`src/rtl/dmem_port_arbiter.sv`:
```
// Two-port arbiter for the data-memory bus: memory stage (load/store) and instruction fetch.
// Latency: mem_request rises one cycle after a request is sampled in IDLE; response strobes are combinational from mem_data_valid.
// Backpressure: one outstanding transaction; the non-granted requester holds its req until its own strobe.
//
// Ports:
//   clk, rst                      - clock, synchronous active-high reset
//   if_req/if_addr                - fetch read request (held until if_valid)
//   if_valid/if_rdata             - fetch response strobe and data
//   ls_req/ls_we/ls_mask/ls_addr/ls_wdata - memory-stage request (held until ls_valid)
//   ls_valid/ls_rdata             - memory-stage response strobe and load data
//   mem_request/mem_we_re/mem_mask/mem_addr/mem_wdata - registered bus request to the memory wrapper
//   mem_data_valid/mem_rdata      - memory completion strobe and read data
//   bus_err                       - one-cycle pulse when a transaction is aborted by timeout
//   busy                          - high whenever a transaction is in flight
module dmem_port_arbiter #(
  parameter int DataWidth    = 32,
  parameter int STARVE_LIMIT = 4,
  parameter int TIMEOUT      = 255
) (
  input  logic                 clk,
  input  logic                 rst,

  input  logic                 if_req,
  input  logic [DataWidth-1:0] if_addr,
  output logic                 if_valid,
  output logic [DataWidth-1:0] if_rdata,

  input  logic                 ls_req,
  input  logic                 ls_we,
  input  logic [3:0]           ls_mask,
  input  logic [DataWidth-1:0] ls_addr,
  input  logic [DataWidth-1:0] ls_wdata,
  output logic                 ls_valid,
  output logic [DataWidth-1:0] ls_rdata,

  output logic                 mem_request,
  output logic                 mem_we_re,
  output logic [3:0]           mem_mask,
  output logic [DataWidth-1:0] mem_addr,
  output logic [DataWidth-1:0] mem_wdata,
  input  logic                 mem_data_valid,
  input  logic [DataWidth-1:0] mem_rdata,

  output logic                 bus_err,
  output logic                 busy
);

  typedef enum logic [1:0] {
    IDLE   = 2'd0,
    BUSY_I = 2'd1,
    BUSY_D = 2'd2
  } state_t;

  // Streak counter is 8 bits (limit up to 255), timeout counter 16 bits (limit up to 65535).
  localparam logic [7:0]  STARVE_MAX   = STARVE_LIMIT[7:0];
  localparam bit          TMO_EN       = (TIMEOUT != 0);
  localparam int          TMO_LAST_I   = (TIMEOUT == 0) ? 0 : TIMEOUT - 1;
  localparam logic [15:0] TMO_LAST     = TMO_LAST_I[15:0];

  state_t                 state_q, state_d;
  logic                   mem_request_q, mem_request_d;
  logic                   mem_we_re_q, mem_we_re_d;
  logic [3:0]             mem_mask_q, mem_mask_d;
  logic [DataWidth-1:0]   mem_addr_q, mem_addr_d;
  logic [DataWidth-1:0]   mem_wdata_q, mem_wdata_d;
  logic [7:0]             streak_q, streak_d;
  logic [15:0]            tmo_q, tmo_d;

  logic                   in_busy;
  logic                   tmo_hit;
  logic                   xfer_end;
  logic                   fetch_starved;
  logic [DataWidth-1:0]   rdata_mux;

  assign in_busy  = (state_q == BUSY_I) || (state_q == BUSY_D);

  // Timeout fires in the TIMEOUT-th busy cycle (counter starts at 0 on entry).
  assign tmo_hit  = TMO_EN && in_busy && (tmo_q == TMO_LAST);

  // A real completion in the same cycle as the timeout takes precedence.
  assign xfer_end = in_busy && (mem_data_valid || tmo_hit);

  // Fetch has waited through STARVE_LIMIT consecutive memory-stage grants.
  assign fetch_starved = if_req && (streak_q == STARVE_MAX);

  // Aborted transactions return zero data; both ports share the same mux
  // since only the granted side gets a strobe.
  assign rdata_mux = mem_data_valid ? mem_rdata : '0;

  // Next-state, bus-register and response-strobe logic.
  always_comb begin
    state_d       = state_q;
    mem_request_d = mem_request_q;
    mem_we_re_d   = mem_we_re_q;
    mem_mask_d    = mem_mask_q;
    mem_addr_d    = mem_addr_q;
    mem_wdata_d   = mem_wdata_q;
    streak_d      = streak_q;
    tmo_d         = tmo_q;

    if_valid      = 1'b0;
    ls_valid      = 1'b0;
    bus_err       = 1'b0;
    if_rdata      = '0;
    ls_rdata      = '0;

    case (state_q)
      IDLE: begin
        tmo_d         = '0;
        mem_request_d = 1'b0;
        if (ls_req && !fetch_starved) begin
          state_d       = BUSY_D;
          mem_request_d = 1'b1;
          mem_we_re_d   = ls_we;
          mem_mask_d    = ls_mask;
          mem_addr_d    = ls_addr;
          mem_wdata_d   = ls_wdata;
          // Only count grants that actually made fetch wait.
          if (if_req) begin
            streak_d = (streak_q == STARVE_MAX) ? STARVE_MAX : streak_q + 8'd1;
          end else begin
            streak_d = '0;
          end
        end else if (if_req) begin
          state_d       = BUSY_I;
          mem_request_d = 1'b1;
          mem_we_re_d   = 1'b0;
          mem_mask_d    = 4'b1111;
          mem_addr_d    = if_addr;
          mem_wdata_d   = '0;
          streak_d      = '0;
        end
      end

      BUSY_I, BUSY_D: begin
        if (xfer_end) begin
          state_d       = IDLE;
          mem_request_d = 1'b0;
          mem_we_re_d   = 1'b0;
          tmo_d         = '0;
          bus_err       = !mem_data_valid;
          if (state_q == BUSY_I) begin
            if_valid = 1'b1;
            if_rdata = rdata_mux;
          end else begin
            ls_valid = 1'b1;
            ls_rdata = rdata_mux;
          end
        end else if (tmo_q != 16'hFFFF) begin
          // Saturate so a disabled timeout never wraps.
          tmo_d = tmo_q + 16'd1;
        end
      end

      default: begin
        state_d       = IDLE;
        mem_request_d = 1'b0;
        mem_we_re_d   = 1'b0;
        tmo_d         = '0;
      end
    endcase
  end

  always_ff @(posedge clk) begin
    if (rst) begin
      state_q       <= IDLE;
      mem_request_q <= 1'b0;
      mem_we_re_q   <= 1'b0;
      mem_mask_q    <= 4'b0000;
      mem_addr_q    <= '0;
      mem_wdata_q   <= '0;
      streak_q      <= '0;
      tmo_q         <= '0;
    end else begin
      state_q       <= state_d;
      mem_request_q <= mem_request_d;
      mem_we_re_q   <= mem_we_re_d;
      mem_mask_q    <= mem_mask_d;
      mem_addr_q    <= mem_addr_d;
      mem_wdata_q   <= mem_wdata_d;
      streak_q      <= streak_d;
      tmo_q         <= tmo_d;
    end
  end

  assign mem_request = mem_request_q;
  assign mem_we_re   = mem_we_re_q;
  assign mem_mask    = mem_mask_q;
  assign mem_addr    = mem_addr_q;
  assign mem_wdata   = mem_wdata_q;
  assign busy        = (state_q != IDLE);

endmodule

```
`config.mk`:
```
export PLATFORM = sky130hd
export DESIGN_NAME = dmem_port_arbiter
export DESIGN_NICKNAME = d
export VERILOG_FILES = /design/src/rtl/dmem_port_arbiter.sv
export SDC_FILE = /design/constraint.sdc
export NUM_CORES = 1
export LEC_CHECK = 0
export ABC_AREA = 1
export ABC_CLOCK_PERIOD_IN_PS = 2900
export BUFFER_PORTS_ARGS = -buffer_cell sky130_fd_sc_hd__buf_2
export CAP_MARGIN = 0
export CORE_MARGIN = 2
export CORE_UTILIZATION = 35
export CTS_BUF_LIST = sky130_fd_sc_hd__clkbuf_2
export CTS_CLUSTER_SIZE = 28
export DETAILED_ROUTE_END_ITERATION = 12
export HOLD_SLACK_MARGIN = 0.06
export RECOVER_POWER = 50
export SETUP_SLACK_MARGIN = 0.1
export SLEW_MARGIN = 20
export SYNTH_ARGS = -nofsm -noshare
export SYNTH_HDL_FRONTEND = slang
export SYNTH_SLANG_ARGS = --single-unit
```
`constraint.sdc`:
```
create_clock -name clk -period 2.9 [get_ports clk]
set_input_delay 0 -clock clk [delete_from_list [all_inputs] [get_ports clk]]
set_output_delay 0 -clock clk [all_outputs]
set_load 0.005 [all_outputs]
```
# Word level (Yosys, flattened, before mapping)
# Index checks and enable logic that the tools add are counted.
[totals] ff_bits=96 latchBits=0 mem_bits_rw=0 romBits=0 input_bits=138 output_inout_bits=138 wordCells=69 mem_count=0
[classes] addsub=2 mul=0 n_div=0 order_cmp=0 eq_ne=7 n_shift=0 n_mux=36 n_bitwise=1 n_reduce_logical=15
[op_table] cell="32-bit 2-to-1 mux" count=11
[op_table] cell="8-bit 2-to-1 mux" count=4
[op_table] cell="16-bit by 1-bit adder with 16-bit output (second input constant)" count=1
[op_table] cell="16-bit by 8-bit equality test with 1-bit output (second input constant)" count=1
[op_table] cell="16-bit != test (second input constant)" count=1
[op_table] cell="1-bit 2-to-1 mux" count=13
[op_table] cell="8-bit by 1-bit adder with 8-bit output (second input constant)" count=1
[op_table] cell="8-bit by 3-bit equality test with 1-bit output (second input constant)" count=1
[op_table] cell="4-bit 2-to-1 mux" count=2
[op_table] cell="2-bit 2-to-1 mux" count=3
[op_table] cell="1-bit logical AND" count=4
[op_table] cell="1-bit one-hot mux with 2 select lines" count=2
[op_table] cell="2-bit one-hot mux with 2 select lines" count=1
[op_table] cell="2-bit AND reduction" count=2
[op_table] cell="2-bit nonzero test" count=2
[op_table] cell="3-bit != test (second input constant)" count=1
[op_table] cell="3-bit OR reduction" count=1
[op_table] cell="2-bit by 1-bit equality test with 1-bit output (second input constant)" count=1
[op_table] cell="2-bit equality test (second input constant)" count=1
[op_table] cell="1-bit logical NOT" count=2
[op_table] cell="2-bit logical NOT" count=1
[op_table] cell="1-bit logical OR" count=2
[op_table] cell="2-bit != test (second input constant)" count=1
[op_table] cell="2-bit OR reduction" count=1
[op_table] cell="1-bit inverter" count=1

# Longest topological paths before layout
# Gate-level depths: netlist of the first run.
[depth] word_depth=7 mapped_depth=12 ltp_nobuf=11

# Least setup slack after synthesis of the first run
# OpenSTA, ideal clock, no wires.
[synth_path] path_type="reg2reg" start="register state_q[0]" end="register mem_addr_q[27], in the netlist mem_addr[27]" setup_ns=0.109 t_arrival_ns=1.419 required_time_ns=2.791 slack_ns=1.372 path_stages_with_launch=10 path_buffers=2 period_less_slack_ns=1.528 path_cell_list="dfxtp_1 -> inv_1 -> ha_1 -> inv_1 -> nor2_4 -> buf_4 -> buf_1 -> nand3_1 -> nand2_1 -> inv_1"
[synth_between] elab_chain_cells=2
[synth_lines] element="start: declaration" line="60" source="state_t state_q, state_d;"
[synth_lines] element="start signal: assignment" line="175" source="state_q <= state_d;"
[synth_lines] element="2-bit logical NOT" line="107" source="case (state_q)"
[synth_lines] element="2-bit AND reduction (no line)"
[synth_lines] element="end signal: assignment" line="179" source="mem_addr_q <= mem_addr_d;"
[synth_lines] element="end: declaration" line="64" source="logic [DataWidth-1:0] mem_addr_q, mem_addr_d;"
# Every way passes these cells.
# A chain may end at the register's enable or synchronous reset.

# Worst setup path after layout of the first run
[layout_path] start="register state_q[0]" end="register mem_we_re_q, in the netlist mem_we_re"
[layout_between] elab_chain_cells=7 word_cells_on_any_way=12 cone_classes="4 x eq/ne; 1 x mux; 7 x reduce/logical"
[layout_lines] element="2-bit by 1-bit equality test with 1-bit output / 2-bit equality test (equally long branches)" line="75, 107"
[layout_lines] element="1-bit logical OR" line="75" source="assign in_busy = (state_q == BUSY_I) || (state_q == BUSY_D);"
[layout_lines] element="1-bit logical AND" line="78" source="assign tmo_hit = TMO_EN && in_busy && (tmo_q == TMO_LAST);"
[layout_lines] element="1-bit logical OR" line="81" source="assign xfer_end = in_busy && (mem_data_valid || tmo_hit);"
[layout_lines] element="1-bit logical AND" line="81"
[layout_lines] element="2-bit != test (no line)"
[layout_lines] element="2-bit AND reduction (no line)"
[layout_lines] element="end signal: assignment" line="177" source="mem_we_re_q <= mem_we_re_d;"
[layout_lines] element="end: declaration" line="62" source="logic mem_we_re_q, mem_we_re_d;"
# Several ways; a longest one is shown, not always the timed one.

==> results of run 1 <==
-- cells in the mapped netlist, drive strengths merged --
| library cell | count | area (sq um) |
|---|---|---|
| a21bo | 1 | 10.0 |
| nor3 | 3 | 15.0 |
| xnor2 | 8 | 70.1 |
| buf | 28 | 143 |
| or2 | 1 | 6.26 |
| clkbuf | 30 | 113 |
| a21oi | 50 | 250 |
| xor2 | 5 | 43.8 |
| nand3 | 51 | 265 |
| a31oi | 1 | 6.26 |
| nor2 | 125 | 484 |
| o211ai | 5 | 37.5 |
| nand4 | 68 | 425 |
| dfxtp | 96 | 1920 |
| ha | 6 | 75.1 |
| inv | 125 | 469 |
| o21ai | 40 | 200 |
| nand2 | 173 | 654 |
-- layout by cell type (no fill, tap or decap), drive strengths merged, types with 3 or more instances in the layout --
cell and n:
dfxtp 96, o211ai 5, ha 6, o21ai 40
nand2 173, nor2 125, nand4 68, clkbuf 65
nand3 51, a21oi 50, xor2 5, dlygate4sd3 143
nor3 3, inv 127, xnor2 8, buf 229
-- metal layers --
metal | track usage | up-vias | share of wire
met1 | 0.253 | 2962 | 0.41
met3 | 0.0489 | 37 | 0.070
met5 | 0 | - | 0
met4 | 0.0782 | 0 | 0.026
li1 | - | 3346 | -
met2 | 0.366 | 230 | 0.50
-- registers in the layout (all words and copies together) (netlist names) --
| signal | count |
|---|---|
| streak_q | 8 |
| mem_wdata | 32 |
| state_q | 2 |
| mem_request | 1 |
| mem_we_re | 1 |
| mem_addr | 32 |
| tmo_q | 16 |
| mem_mask | 4 |
-- area by class of cell --
| type | instances | area (sq um) |
|---|---|---|
| Tap cell | 184 | 230 |
| Clock inverter | 7 | 101 |
| Multi-Input combinational cell | 537 | 2530 |
| Fill cell | 1432 | 6410 |
| Timing Repair Buffer | 428 | 2830 |
| Sequential cell | 96 | 1920 |
| Clock buffer | 9 | 45.0 |
| Inverter | 125 | 469 |
-- cell families after synthesis --
family,count (synthesis),synth area share
flip-flops,96,0.370
XOR/XNOR,13,0.0219
AND/OR/NAND/NOR,421,0.357
AO/OA/AOI/OAI,97,0.0972
adder cells (fa/ha/maj),6,0.0145
buffers and inverters,183,0.140
-- power by group through the flow --
stage | Sequential [mW] | Combinational (mW) | Clock (mW)
after floorplan | 1.55 | 0.465 | 0
after global placement | 1.53 | 0.823 | 0
after global routing | 1.53 | 1.19 | 0.855
after detailed placement | 1.53 | 0.825 | 0
final | 1.52 | 1.06 | 0.774
after CTS | 1.51 | 1.07 | 0.807
-- path summary, 6_finish.rpt --
kind	slack, ns	end	cells past startpoint	from
worst max-delay path	0.37	mem_we_re	8	state_q[0]
worst min-delay path	0.22	mem_addr[16]	6	if_addr[16]
worst max register to register	0.37	mem_we_re	8	state_q[0]
worst min register to register	0.48	mem_request	2	mem_request
-- worst max-delay path: cells and delay by family (launching register included) --
| kind | cells | cell delay [ns] |
|---|---|---|
| AO/OA/AOI/OAI | 1 | 0.14 |
| adder cells (fa/ha/maj) | 1 | 0.21 |
| buffers and inverters | 4 | 1.29 |
| flip-flops | 1 | 0.38 |
| AND/OR/NAND/NOR | 2 | 0.47 |
==> impl_metrics.env, run 1 <==
export IMPL_cp_required_ns=3.40
export IMPL_tns_ns=0
export IMPL_power_density_nw_per_um2=412
export IMPL_power_switching_mw=1.09
export IMPL_slowest_delay_ns=0.59
export IMPL_antenna_cells=0
export IMPL_maxSlewViolCount=0
export IMPL_finalHoldViolCount=0
export IMPL_p_leak_nw=4.49
export IMPL_syn2layout_area_growth_pct=56.6
export IMPL_p_int_mw=2.26
export IMPL_cts_resized=0
export IMPL_place_gp_congestion=0.822
export IMPL_cts_max_level=3
export IMPL_crit_path_frequent_cell="inv_1"
export IMPL_crit_path_cell_trace="inv_1, ha_2, inv_1, nor2_1, buf_4, nand3_1, dlygate4sd3_1, a21oi_1"
export IMPL_wl_per_cell_um=12.3
export IMPL_dieArea_sq_um=15800
export IMPL_synthCells=816
export IMPL_cp_end_kind="register"
export IMPL_worstSetupStartpointType="register"
export IMPL_min_period_ns=2.53
export IMPL_switching_share=0.326
export IMPL_ys_types=26
export IMPL_antenna_found_initial=0
export IMPL_drive_gt1_frac=0.212
export IMPL_rows=44
export IMPL_initial_core_util=0.357
export IMPL_grtUsageTotal=0.210
export IMPL_pin_count=276
export IMPL_finalPower_mw=3.35
export IMPL_clk_latency_ns=0.59
export IMPL_preCtsSetupSlack_ns=1.01
export IMPL_fin_skew_ns=0.0448
export IMPL_grt_max_degree=69
export IMPL_worst_setup_path_type="register to register"
export IMPL_first_global_vias=6024
export IMPL_die_w_um=126
export IMPL_finalSetupViolCount=0
export IMPL_cts_buffer_depth=2
export IMPL_vias=6575
export IMPL_holdWs_ns=0.220
export IMPL_drt_total_wl_um=17000
export IMPL_finalInstanceArea_sq_um=8130
export IMPL_dp_hpwl_um=10700
export IMPL_synth_cell_area_sq_um=5190
export IMPL_grt_pass1_wl_um=28200
export IMPL_period_share=0.874
export IMPL_maxCapViolations=0
export IMPL_ys_warn_count=0
export IMPL_drt_iter0_markers=302
export IMPL_layout_setup_ws_ns=0.366
export IMPL_cts_setup_buffers=0
export IMPL_place_inst=1227
export IMPL_rsz0062_at_grt="no"
export IMPL_ys_seq_area_frac=0.370
export IMPL_ys_ff_latch=96
export IMPL_slew_headroom=0.375
export IMPL_path_max_fanout=64
export IMPL_grt_remaining_overflow=0
export IMPL_slowest_stage="dlygate4sd3_1"
export IMPL_core_sq_um=14500
export IMPL_drt_pass1_iterations=5
export IMPL_placed_area_sq_um=6630
export IMPL_tightest_slew_ns=0.936
export IMPL_p_clk_frac=0.231
export IMPL_cts_tree="yes"
export IMPL_cts_hold_buf=143
export IMPL_syn_avg_cell_area_sq_um=6.36
export IMPL_ant_nets=0
export IMPL_fin_cells=1386
export IMPL_numCtsBuffers=9
export IMPL_cts_root_buf="clkbuf_2"
export IMPL_syn_num_nets=960
export IMPL_status="complete, no violations"
export IMPL_nNetsFinal=1341
export IMPL_pwr_share_comb=0.316
export IMPL_die_y_um=126
export IMPL_worstPathArrival_ns=3.04
export IMPL_vias_per_cell=4.74
export IMPL_ir_worst_vdd_uv=256
export IMPL_path_clk_slew_ns=0.27
export IMPL_drc_errors=0
export IMPL_hp_class="primary input to register"
export IMPL_seqPwrFrac=0.453
export IMPL_port_buffer_count=275
export IMPL_postLayoutCoreUtil=0.559
export IMPL_fmax_ghz=0.395
export IMPL_clock_sink_count=96
Power figures use the tool's default switching activity.
==> run 2: changes to the inputs <==
Settings changed: ABC_AREA 1 to unset, BUFFER_PORTS_ARGS -buffer_cell sky130_fd_sc_hd__buf_2 to -buffer_cell sky130_fd_sc_hd__clkbuf_2, CTS_CLUSTER_DIAMETER set to 40, PLACE_DENSITY set to 0.66.
==> run 2 against run 1 <==
Compared with the run above:
- non-clock buffer count unchanged
- total power decreased by 2.2%
- largest power group unchanged
- via count decreased by 7.6%
- hold slack improved by 0.033 ns
- sequential cell count unchanged
- critical path depth unchanged
- core utilization increased by 2.5 points
- die area decreased by 6.8%
- sequential share of layout area increased by 1.0 points
- first-iteration DRC count increased by 20%
==> impl_metrics.env, run 2 <==
export IMPL_synth_top_cell_area_share=0.398
export IMPL_cts_max_level=3
export IMPL_dp_hpwl_um=11000
export IMPL_ys_types=46
export IMPL_grtUsageTotal=0.231
export IMPL_worstSetupStartpointType="register"
export IMPL_hold_depth=4
export IMPL_drc_errors=0
export IMPL_synthCells=623
export IMPL_final_common_cell="clkbuf_2"
export IMPL_cts_buffer_depth=2
export IMPL_antenna_cells=0
export IMPL_antenna_found_initial=0
export IMPL_hp_class="primary input to register"
export IMPL_power_density_nw_per_um2=419
export IMPL_ys_ff_latch=96
export IMPL_nNetsFinal=1154
export IMPL_clock_sink_count=96
export IMPL_grt_max_degree=72
export IMPL_core_sq_um=13300
export IMPL_r2r_slack_ns=0.22
export IMPL_cts_root_buf="clkbuf_2"
export IMPL_rsz0062_at_grt="no"
export IMPL_ys_warn_count=0
export IMPL_top_layer_used="met4"
export IMPL_finalSetupViolCount=0
export IMPL_period_share=0.926
export IMPL_port_buffer_count=275
export IMPL_tightest_slew_ns=0.953
export IMPL_cts_tree="yes"
export IMPL_final_cell_mix="clkbuf_2, nor2_1, dlygate4sd3_1, dfxtp_1, nor3_1"
export IMPL_syn_num_nets=767
export IMPL_synth_edff_count=0
export IMPL_grt_remaining_overflow=0
export IMPL_synth_area_leaders="dfxtp_1, nor2_1, nor3_1"
export IMPL_worstPathArrival_ns=3.20
export IMPL_wl_met3_um=1070
export IMPL_drt_pass1_iterations=5
export IMPL_path_max_fanout=32
export IMPL_n_fill_cell=1224
export IMPL_die_w_um=121
export IMPL_tns_ns=0
export IMPL_initial_core_util=0.362
export IMPL_preCtsSetupSlack_ns=0.747
export IMPL_pin_count=276
export IMPL_clk_latency_ns=0.59
export IMPL_wl_met2_um=8670
export IMPL_drive_gt1_frac=0.273
export IMPL_synth_cell_area_sq_um=4830
export IMPL_fmax_ghz=0.372
export IMPL_ys_seq_area_frac=0.398
export IMPL_status="complete, no violations"
export IMPL_drt_total_wl_um=17700
export IMPL_wirelength_met1_um=7630
export IMPL_cp_end_kind="register"
export IMPL_dieArea_sq_um=14700
export IMPL_p_leak_nw=3.37
export IMPL_maxSlewViolCount=0
export IMPL_layout_setup_ws_ns=0.215
export IMPL_vias=6078
export IMPL_slew_headroom=0.363
export IMPL_syn2layout_area_growth_pct=61.5
export IMPL_numCtsBuffers=9
export IMPL_vias_per_cell=5.10
export IMPL_drt_iter0_markers=362
export IMPL_wl_per_cell_um=14.9
export IMPL_yosysMostFrequentCell="nor2_1"
export IMPL_grt_pass1_wl_um=27600
export IMPL_rows=42
export IMPL_path_clk_slew_ns=0.25
export IMPL_maxCapViolations=0
export IMPL_synth_largest_area_cell="dfxtp_1"
export IMPL_place_gp_congestion=0.815
export IMPL_worst_setup_path_type="register to register"
export IMPL_die_y_um=121
export IMPL_fin_skew_ns=0.0190
export IMPL_async_reset_ff_frac=0
export IMPL_ant_nets=0
export IMPL_synth_common_cells="nor2_1, dfxtp_1, nor3_1"
export IMPL_min_period_ns=2.68
export IMPL_first_global_vias=5704
export IMPL_synth_ff_type="dfxtp_1"
export IMPL_ff2ff_path_depth=8
export IMPL_syn_avg_cell_area_sq_um=7.75
export IMPL_ir_worst_vdd_uv=302
export IMPL_finalHoldViolCount=0
export IMPL_cp_required_ns=3.42
run 2: changes by cell type after synthesis, sizes merged, moves of 35 or more:
cell / before / now
nor3: 3 / 83
nand4: 68 / 9
nor4: 0 / 35
inv: 125 / 10
a21oi: 50 / 13
nand2: 173 / 53
nand3: 51 / 10
run 2: area by class of cell:
class | instances | area (sq um) | area share
sequential | 96 | 1920 | 0.247
clock buffer | 9 | 45.0 | 0.00578
timing repair buffer | 428 | 2830 | 0.363
inverter | 10 | 37.5 | 0.00481
tap | 176 | 220 | 0.0282
clock inverter | 7 | 71.3 | 0.00915
multi-input combinational | 465 | 2670 | 0.342
run 2: worst paths after layout:
| path | startpoint | end |
|---|---|---|
| setup / recovery | streak_q[0] | mem_addr[14] |
| hold / removal | ls_mask[1] | mem_mask[1] |
| setup reg to reg | streak_q[0] | mem_addr[14] |
| hold reg to reg | mem_request | mem_request |
run 2: timing repair:
item / 4_1_cts / 5_1_grt
setup endpoints to repair: 0 / 26
hold buffers: 141 / 0
buffers inserted: 0 / 0
endpoints found under the hold margin: 85 / 0
resized for setup: 0 / 3
run 2: cell families after synthesis:
logic type	share of synthesized area
adders and majority gates	0.0156
muxes	0.0124
AOI/OAI and AO/OA	0.116
DFF	0.398
buffers and inverters	0.0539
and+or+nand+nor	0.404
run 2: per-layer routing:
metal / vias to the layer above / track usage
li1: 2998 / -
met1: 2801 / 0.297
met2: 243 / 0.380
met3: 36 / 0.0526
met4: 0 / 0.0783
met5: - / 0
run 2: critical path, cell delays in order, from the launching register on:
cell and delay [ns]:
dfxtp_1 0.38, inv_1 0.09, ha_1 0.17, or4b_1 0.51
o31a_1 0.30, buf_4 0.24, nor3_1 0.27, nor4_2 0.10
dlygate4sd3_1 0.57
run 2: power by group:
| group | internal [mW] | switching (mW) | total [mW] |
|---|---|---|---|
| Sequential | 1.44 | 0.0630 | 1.50 |
| Clock | 0.199 | 0.469 | 0.667 |
| Combinational | 0.521 | 0.581 | 1.10 |
run 2: through the flow:
stage,util,hold slack (ns),power (mW),instances,area (sq um)
final,0.584,0.253,3.27,1191,7800
after CTS,0.587,0.193,3.28,1190,7830
after floorplan,-,0.0311,2.03,623,4830
after global routing,0.584,0.202,3.48,1191,7800
after detailed placement,0.472,0.242,2.39,1033,6300
after global placement,0.472,0.232,2.39,1033,6300
